--- config.mk ---
export PLATFORM = sky130hd
export DESIGN_NAME = xdata_arbiter
export DESIGN_NICKNAME = d
export VERILOG_FILES = /design/src/rtl/xdata_arbiter.sv
export SDC_FILE = /design/constraint.sdc
export NUM_CORES = 1
export LEC_CHECK = 0
export BUFFER_PORTS_ARGS = -buffer_cell sky130_fd_sc_hd__buf_2
export CORE_UTILIZATION = 49
export CTS_CLUSTER_SIZE = 25
export DETAILED_ROUTE_END_ITERATION = 10
export PLACE_DENSITY = 0.85
export SKIP_LAST_GASP = 1
export SLEW_MARGIN = 20
export SYNTH_ARGS = -nofsm -noshare
export SYNTH_HDL_FRONTEND = slang
export SYNTH_SLANG_ARGS = --single-unit
--- constraint.sdc ---
create_clock -name clk -period 4.4 [get_ports clk]
set_input_delay 0 -clock clk [delete_from_list [all_inputs] [get_ports clk]]
set_output_delay 0 -clock clk [all_outputs]
set_load 0.01 [all_outputs]
--- src/rtl/xdata_arbiter.sv ---
// Arbitrates one single-port xdata RAM between the r8051 CPU xdata port and a byte-wide DMA requester.
// Optional DMA write protection above PROT_BASE is enabled with `define XDATA_WR_PROTECT_EN.
module xdata_arbiter #(
  parameter int                 ADDR_W     = 16,
  parameter int                 STARVE_MAX = 4,
  parameter logic [ADDR_W-1:0]  PROT_BASE  = 'h0070
) (
  input  logic              clk,
  input  logic              rst_n,
  input  logic              cpu_rd_en,
  input  logic [ADDR_W-1:0] cpu_rd_addr,
  input  logic              cpu_wr_en,
  input  logic [ADDR_W-1:0] cpu_wr_addr,
  input  logic [7:0]        cpu_wr_byte,
  output logic [7:0]        cpu_rd_byte,
  output logic              cpu_rd_vld,
  input  logic              dma_req,
  input  logic              dma_we,
  input  logic [ADDR_W-1:0] dma_addr,
  input  logic [7:0]        dma_wdata,
  output logic              dma_gnt,
  output logic [7:0]        dma_rdata,
  output logic              dma_rvld,
  output logic              dma_err,
  output logic              mem_en,
  output logic              mem_we,
  output logic [ADDR_W-1:0] mem_addr,
  output logic [7:0]        mem_wdata,
  input  logic [7:0]        mem_rdata
);

  typedef enum logic {IDLE, CPU_PEND} state_t;
  typedef enum logic [1:0] {OWN_NONE, OWN_CPU, OWN_DMA} owner_t;

  localparam logic [3:0] STARVE_LIM = 4'(STARVE_MAX);

`ifdef XDATA_WR_PROTECT_EN
  localparam bit PROT_EN = 1'b1;
`else
  localparam bit PROT_EN = 1'b0;
`endif

  state_t            state;
  owner_t            rd_owner;
  logic [ADDR_W-1:0] pend_addr;
  logic [3:0]        starve_cnt;
  logic [7:0]        cpu_hold;
  logic [7:0]        dma_hold;

  logic              rd_want;
  logic [ADDR_W-1:0] rd_addr;
  logic              rd_issue;
  logic              starved;
  logic              dma_blocked;

  // NOTE: every always_comb output gets a default first so no path can infer a latch.
  always_comb begin
    rd_want     = (state == CPU_PEND) || cpu_rd_en;
    rd_addr     = (state == CPU_PEND) ? pend_addr : cpu_rd_addr;
    starved     = dma_req && (starve_cnt == STARVE_LIM);
    dma_blocked = PROT_EN && dma_we && (dma_addr >= PROT_BASE);
    rd_issue    = 1'b0;
    dma_gnt     = 1'b0;
    mem_en      = 1'b0;
    mem_we      = 1'b0;
    mem_addr    = '0;
    mem_wdata   = 8'h00;
    // Nothing reaches the RAM while reset is held, whatever the requesters drive.
    if (rst_n) begin
      if (cpu_wr_en) begin
        mem_en    = 1'b1;
        mem_we    = 1'b1;
        mem_addr  = cpu_wr_addr;
        mem_wdata = cpu_wr_byte;
      end else if (rd_want && !starved) begin
        rd_issue  = 1'b1;
        mem_en    = 1'b1;
        mem_addr  = rd_addr;
      end else if (dma_req) begin
        dma_gnt   = 1'b1;
        mem_en    = !dma_blocked;
        mem_we    = dma_we && !dma_blocked;
        mem_addr  = dma_addr;
        mem_wdata = dma_wdata;
      end
    end
  end

  // NOTE: sequential state uses non-blocking assignments so every register samples pre-edge values.
  always_ff @(posedge clk or negedge rst_n) begin
    if (!rst_n) begin
      state      <= IDLE;
      rd_owner   <= OWN_NONE;
      pend_addr  <= '0;
      starve_cnt <= 4'd0;
      cpu_hold   <= 8'h00;
      dma_hold   <= 8'h00;
    end else begin
      case (state)
        IDLE: if (cpu_rd_en && !rd_issue) begin
          pend_addr <= cpu_rd_addr;
          state     <= CPU_PEND;
        end
        CPU_PEND: if (rd_issue) state <= IDLE;
        default: state <= IDLE;
      endcase

      if (rd_issue)              rd_owner <= OWN_CPU;
      else if (dma_gnt && !dma_we) rd_owner <= OWN_DMA;
      else                       rd_owner <= OWN_NONE;

      // Returned bytes are kept so both read ports hold their last value.
      if (rd_owner == OWN_CPU) cpu_hold <= mem_rdata;
      if (rd_owner == OWN_DMA) dma_hold <= mem_rdata;

      if (dma_req && !dma_gnt) begin
        if (starve_cnt != STARVE_LIM) starve_cnt <= starve_cnt + 4'd1;
      end else begin
        starve_cnt <= 4'd0;
      end
    end
  end

`ifdef XDATA_WR_PROTECT_EN
  always_ff @(posedge clk or negedge rst_n) begin
    if (!rst_n)                   dma_err <= 1'b0;
    else if (dma_gnt && dma_blocked) dma_err <= 1'b1;
  end
`else
  assign dma_err = 1'b0;
`endif

  assign cpu_rd_vld  = (state == IDLE);
  assign cpu_rd_byte = (rd_owner == OWN_CPU) ? mem_rdata : cpu_hold;
  assign dma_rvld    = (rd_owner == OWN_DMA);
  assign dma_rdata   = (rd_owner == OWN_DMA) ? mem_rdata : dma_hold;

endmodule

=== Word level (Yosys, flattened, before mapping) ===
Index checks and enable logic that the tools add are counted.

* Bits in latches: 0
* Logic and storage cells: 56
* ROM bits: 0
* Input port bits: 78
* Memories kept: 0
* Output and inout port bits: 46
* Bits in writable memories: 0
* Bits in registers: 39

* Multipliers: 0
* Eq/ne operators: 5
* Reductions and logical operators: 11
* Mux-type cells: 32
* Add/subtract/negate cells: 1
* Div/mod/pow operators: 0
* Bitwise operators: 1
* Shift operators: 0
* Magnitude comparators: 0

{| class="wikitable"
|+ Operators by type and width
! cell !! number
|-
| 2-to-1 mux 16 bit || 5
|-
| 2-to-1 mux 8 bit || 6
|-
| 2-to-1 mux 1 bit || 16
|-
| 2-to-1 mux 4 bit || 2
|-
| logical AND 1 bit || 5
|-
| adder 4 x 1 -> 4 bit (second input constant) || 1
|-
| equality test 4 x 3 -> 1 bit (second input constant) || 1
|-
| logical NOT 1 bit || 4
|-
| 2-to-1 mux 2 bit || 2
|-
| != test 4 x 3 -> 1 bit (second input constant) || 1
|-
| equality test 2 x 1 -> 1 bit (second input constant) || 1
|-
| equality test 2 bit (second input constant) || 1
|-
| != test 2 x 1 -> 1 bit (second input constant) || 1
|-
| case mux 1 bit (2 select lines) || 1
|-
| AND reduction 2 bit || 1
|-
| logical OR 1 bit || 1
|-
| inverter 1 bit || 1
|}

=== Depth between registers and ports, before layout ===
* Depth in word-level cells: 11
* Depth in mapped cells: 8

=== Worst setup path after synthesis ===
Ideal clock, no wire load.

* Path type: flip-flop to flip-flop
* From: register starve_cnt[0]
* To: register pend_addr[10]
* Arrival time: 1.689 ns
* Clock period less this slack: 1.814 ns
* Setup time: 0.125 ns
* Cell stages (with the launch flop): 9
* Path slack: 2.586 ns
* Buffers on the path: 3
* Data required time: 4.275 ns
* Cells stage by stage: dfrtp_1 inv_1 ha_1 and4b_1 buf_6 o211a_1 buf_6 buf_12 mux2_4

* Cells in the longest elaborated chain, start to end: 10

{| class="wikitable"
|+ Ends and longest elaborated chain
! element !! line !! RTL
|-
| start: declaration || 46 || <nowiki>logic [3:0] starve_cnt;</nowiki>
|-
| start signal: assignment || 117 || <nowiki>if (starve_cnt != STARVE_LIM) starve_cnt <= starve_cnt + 4'd1;</nowiki>
|-
| equality test 4 x 3 -> 1 bit || 60 || <nowiki>starved = dma_req && (starve_cnt == STARVE_LIM);</nowiki>
|-
| logical AND 1 bit || 60 ||
|-
| logical NOT 1 bit || 75 || <nowiki>end else if (rd_want && !starved) begin</nowiki>
|-
| logical AND 1 bit || 75 ||
|-
| 2-to-1 mux 1 bit || 75 ||
|-
| 2-to-1 mux 1 bit || 70 || <nowiki>if (cpu_wr_en) begin</nowiki>
|-
| 2-to-1 mux 1 bit || 69 || <nowiki>if (rst_n) begin</nowiki>
|-
| logical NOT 1 bit || 100 || <nowiki>IDLE: if (cpu_rd_en && !rd_issue) begin</nowiki>
|-
| logical AND 1 bit || 100 ||
|-
| AND reduction 2 bit (no line) || - ||
|-
| end signal: assignment || 101 || <nowiki>pend_addr <= cpu_rd_addr;</nowiki>
|-
| end: declaration || 45 || <nowiki>logic [ADDR_W-1:0] pend_addr;</nowiki>
|}

Every way passes these cells.
A chain may end at the register's enable or synchronous reset.

=== Worst setup path in the final report ===
* From: input rst_n
* To: register pend_addr[1]

* Cells in the longest elaborated chain, start to end: 4

{| class="wikitable"
|+ Ends and longest elaborated chain
! element !! line !! RTL
|-
| start: declaration || 9 || <nowiki>input logic rst_n,</nowiki>
|-
| 2-to-1 mux 1 bit || 69 ||
|-
| logical NOT 1 bit || 100 ||
|-
| logical AND 1 bit || 100 ||
|-
| AND reduction 2 bit (no line) || - ||
|}

Every way passes these cells.

==> impl_summary.txt <==
----------------------------------------------------
[Run status]
  Result of the run ... complete, no violations

[Global routing]
  Most utilized layer in the global route result ... met2
  Pin count of the biggest net entering global routing ... 46
  Met2 Usage GRT ... 44.4%
  Global routing usage on met1 ... between 20 and 30%
  Via count of the first global-routing pass ... 2197
  Grt ovf ... 0
  Overall Global Routing Usage ... 24.2%
  Met3 demand-to-capacity share in global routing ... around 4%
  Number of antenna violations at the first check in global routing ... 0
  Wire length of the first global-routing pass ... slightly below 10000 µm

[CTS]
  # clock sinks ... 39
  Clock-pin transition on the worst setup and hold timing paths ... about 0.070 ns
  Number of hold buffers added after CTS ... 26
  Post-CTS resize count ... 0
  TritonCTS Buffers ... 5
  Clock root buffer ... clkbuf_8
  Total number of H-tree levels ... 2
  CTS Buffer Depth ... 2
  Source-to-sink clock delay at the later pin of the worst-skew pair ... around 0.28 ns
  CTS tree ... done
  Post-CTS Setup Repair Bufs ... 0

[Detailed routing]
  Average routed wire per standard cell ... approximately 15 µm
  Number of DRC violations after detailed routing ... 0
  Number of vias in the routed layout ... 2228
  Via count normalized by instance count ... between 5 and 6
  TritonRoute pass-1 iters ... 4
  Final antenna-violating net count ... 0
  Number of design-rule violations left by the first detailed-router iteration ... 62
  Total wire length ... 6070 µm

[STA]
  Fin. Hold Viols ... 0
  Maximum clock frequency ... around 330 MHz
  Remaining max-slew budget at the tightest pin ... 31.7%
  Setup repair after global routing missed its margin ... no
  Tcrit/Tclk final ... between 60% and 70%
  Hold Worst Slack ... approximately 0.036 ns
  Measured slew at the worst slew-check pin ... approximately 1.0 ns
  Least setup slack across all paths after layout ... 1.35 ns
  Number of max-slew violations in the final report ... 0
  Setup-failing EPs final ... 0
  Worst clock skew on the final layout ... approximately 0.0044 ns
  Setup TNS Final ... 0 ns
  Shortest clock period the worst path allows after layout ... 3.05 ns

[Hold path]
  Source of the worst hold timing path ... dma_req
  Tightest Hold Check Type ... in -> reg

[Power and ir drop]
  Comb pwr share ... a little under a third
  Part of the power in the clock network ... 29.1%
  Power share of the sequential group ... between 40% and 50%
  Worst-case vdd ir drop ... ~0.26 mV
  Leakage power total ... about 1.7 nW
  Power density relative to cell area ... roughly 350 nW/µm²
  Internal power ... ~0.86 mW
  Switch share ... approximately 28%
  Total power ... between 1 and 1.5 mW
  NetSw ... approximately 0.33 mW

[Synthesis]
  Yosys warning total ... 0
  Cells after Synth ... 211
  Proportion of netlist area held by the largest area contributor ... between 40% and 50%
  Number of enable-type register cells in the synthesized netlist ... 0
  Async set-reset flop share out of synthesis ... between 90% and 100%
  Post-synthesis sequential area ratio ... about two fifths
  Net count after synthesis ... about 290
  Synth unique cells ... 40
  Library cell occupying the most area in the post-synthesis netlist ... dfrtp_1
  Cell area after synthesis ... 2430 µm²
  Mean instance size in the synthesized netlist ... 11.5 µm²
  Synth top area cells ... dfrtp_1 40%, mux2_2 10%, o311ai_2 6.7%, mux2i_1 6.6%, mux2_4 6.2%
  Count of state elements after synthesis ... 39
  Flip-flop cell with the highest count after synthesis ... dfrtp_1

[Floorplanning]
  Die outline width ... just over 70 µm
  Floorplan Core Area ... between 4000 and 5000 µm²
  Row count ... 25
  Top-Level Pins ... between 100 and 150
  Initial standard-cell utilization of the core ... 51.1%
  Die outline height ... around 72 µm
  Overall die area ... ~5200 µm²

[Placed design]
  Cell area after placement ... 3000 µm²
  Hpwl dp ... ~4000 µm
  Number of port buffers ... 122
  Cell count after placement ... between 300 and 400
  Routability congestion estimate from global placement ... around 0.77
  Post-Place Worst Slack ... approximately 1.5 ns

[Final layout]
  Signed area change from the synthesized netlist to the final layout ... 39.7%
  Fillcell total ... about 340
  Nets ... 424
  Fraction of layout instances using a drive strength above 1 ... 50.7%
  ANT cells ... 0
  Final cell count without fillers ... between 400 and 500
  Utilization of the core after routing ... just over 70%
  Finished layout cell area ... 3390 µm²

[Setup path]
  Crit path capture type ... flip-flop
  Crit-path cells ... dlygate4sd3_1 -> buf_2 -> nand2b_1 -> o211a_1 -> mux2_4
  Data arrival, critical path ... roughly 3.2 ns
  Startpoint-to-endpoint class of the critical path ... in -> reg
  Crit path largest cell delay ... between 0.7 and 0.8 ns
  Critical path fanouts, max ... 45
  Critical path buffers and inverters ... 2
  Crit Reg-Reg Startpoint ... starve_cnt[0]
  Origin of the worst setup path ... rst_n
  Max stage delay cell, worst path ... nand2b_1
  Critical Path RT ... 4.57 ns
  Setup crit start kind ... input port
  Cell family with the largest share of critical-path delay ... buffers and inverters

[Flow run]
  Maximum Capacitance Violations ... 0

----------------------------------------------------
-- flip-flops by register name, indices dropped and copies added (netlist names) --
register	count
starve_cnt	4
pend_addr	16
dma_hold	8
state	1
rd_owner	2
cpu_hold	8
-- cell families (layout without fill, tap and decap cells) --
logic type | Yosys count | count (layout) | synth area share (%)
AO/OA/AOI/OAI | 51 | 51 | 20.6
multiplexers | 48 | 48 | 23.0
AND/OR/NAND/NOR | 41 | 41 | 8.45
flip-flops | 39 | 39 | 40.2
buffers and inverters | 28 | 162 | 6.29
adder cells (fa/ha/maj) | 2 | 2 | 1.03
other | 1 | 1 | 0.154
XOR/XNOR | 1 | 1 | 0.361
-- cell usage in the layout, fill, tap and decap left out, types with 2 or more instances in the layout --
cell / instances
a211o_1: 2
a21boi_0: 2
a32o_1: 8
and3b_1: 2
buf_2: 122
bufinv_16: 2
clkbuf_8: 5
dfrtp_1: 39
dlygate4sd3_1: 26
ha_1: 2
inv_1: 5
mux2_2: 22
mux2_4: 10
mux2i_1: 16
nand2_1: 18
nand2b_1: 4
nand3_1: 3
nor2_1: 4
nor2b_1: 2
nor3_1: 2
o211ai_1: 16
o311ai_0: 6
o311ai_2: 10
-- final cells by class --
class,instances,area (µm²),share of cell area [%]
clock inverter,3,67.6,1.99
tap,67,83.8,2.47
clock buffer,5,68.8,2.03
multi-input combinational,144,1300,38.3
timing repair buffer,149,878,25.9
sequential,39,976,28.8
inverter,5,18.8,0.553
-- power groups by stage --
stage	combinational (mW)	clock, mW	sequential (mW)
after floorplan	0.241	0	0.468
after global placement	0.336	0	0.484
after detailed placement	0.345	0	0.488
after CTS	0.366	0.355	0.481
after global routing	0.401	0.371	0.491
final	0.367	0.348	0.482
-- Yosys cell counts, types with 4 or more instances --
library cell,count
o311ai_2,10
nand2_1,18
o311ai_0,6
nand2b_1,4
mux2i_1,16
clkbuf_1,13
dfrtp_1,39
mux2_4,10
o211ai_1,16
nor2_1,4
buf_2,4
inv_1,5
mux2_2,22
a32o_1,8
-- per-layer routing --
layer	up-vias	routed length, µm
met4	0	116
met2	99	3090
met1	1055	2490
met3	13	380
met5	-	0
li1	1061	-
-- worst reg2reg max path, cell delays in order (launching register included) --
cell and delay [ns]:
dfrtp_1 0.42, inv_1 0.07, ha_1 0.17, and4b_1 0.67, o211a_1 0.75, mux2_2 0.41
-- worst paths after layout --
path                            endpoint  slack [ns]  depth (start not counted)
max in group asynchronous  pend_addr[12]        3.44                          2
min in group asynchronous   pend_addr[2]        0.39                          2
max reg2reg                pend_addr[11]        1.80                          5
min reg2reg                  dma_hold[1]        0.50                          1
min                        starve_cnt[1]        0.04                          2
max                         pend_addr[1]        1.35                          5
No activity file was read; power rests on OpenSTA's default activity.
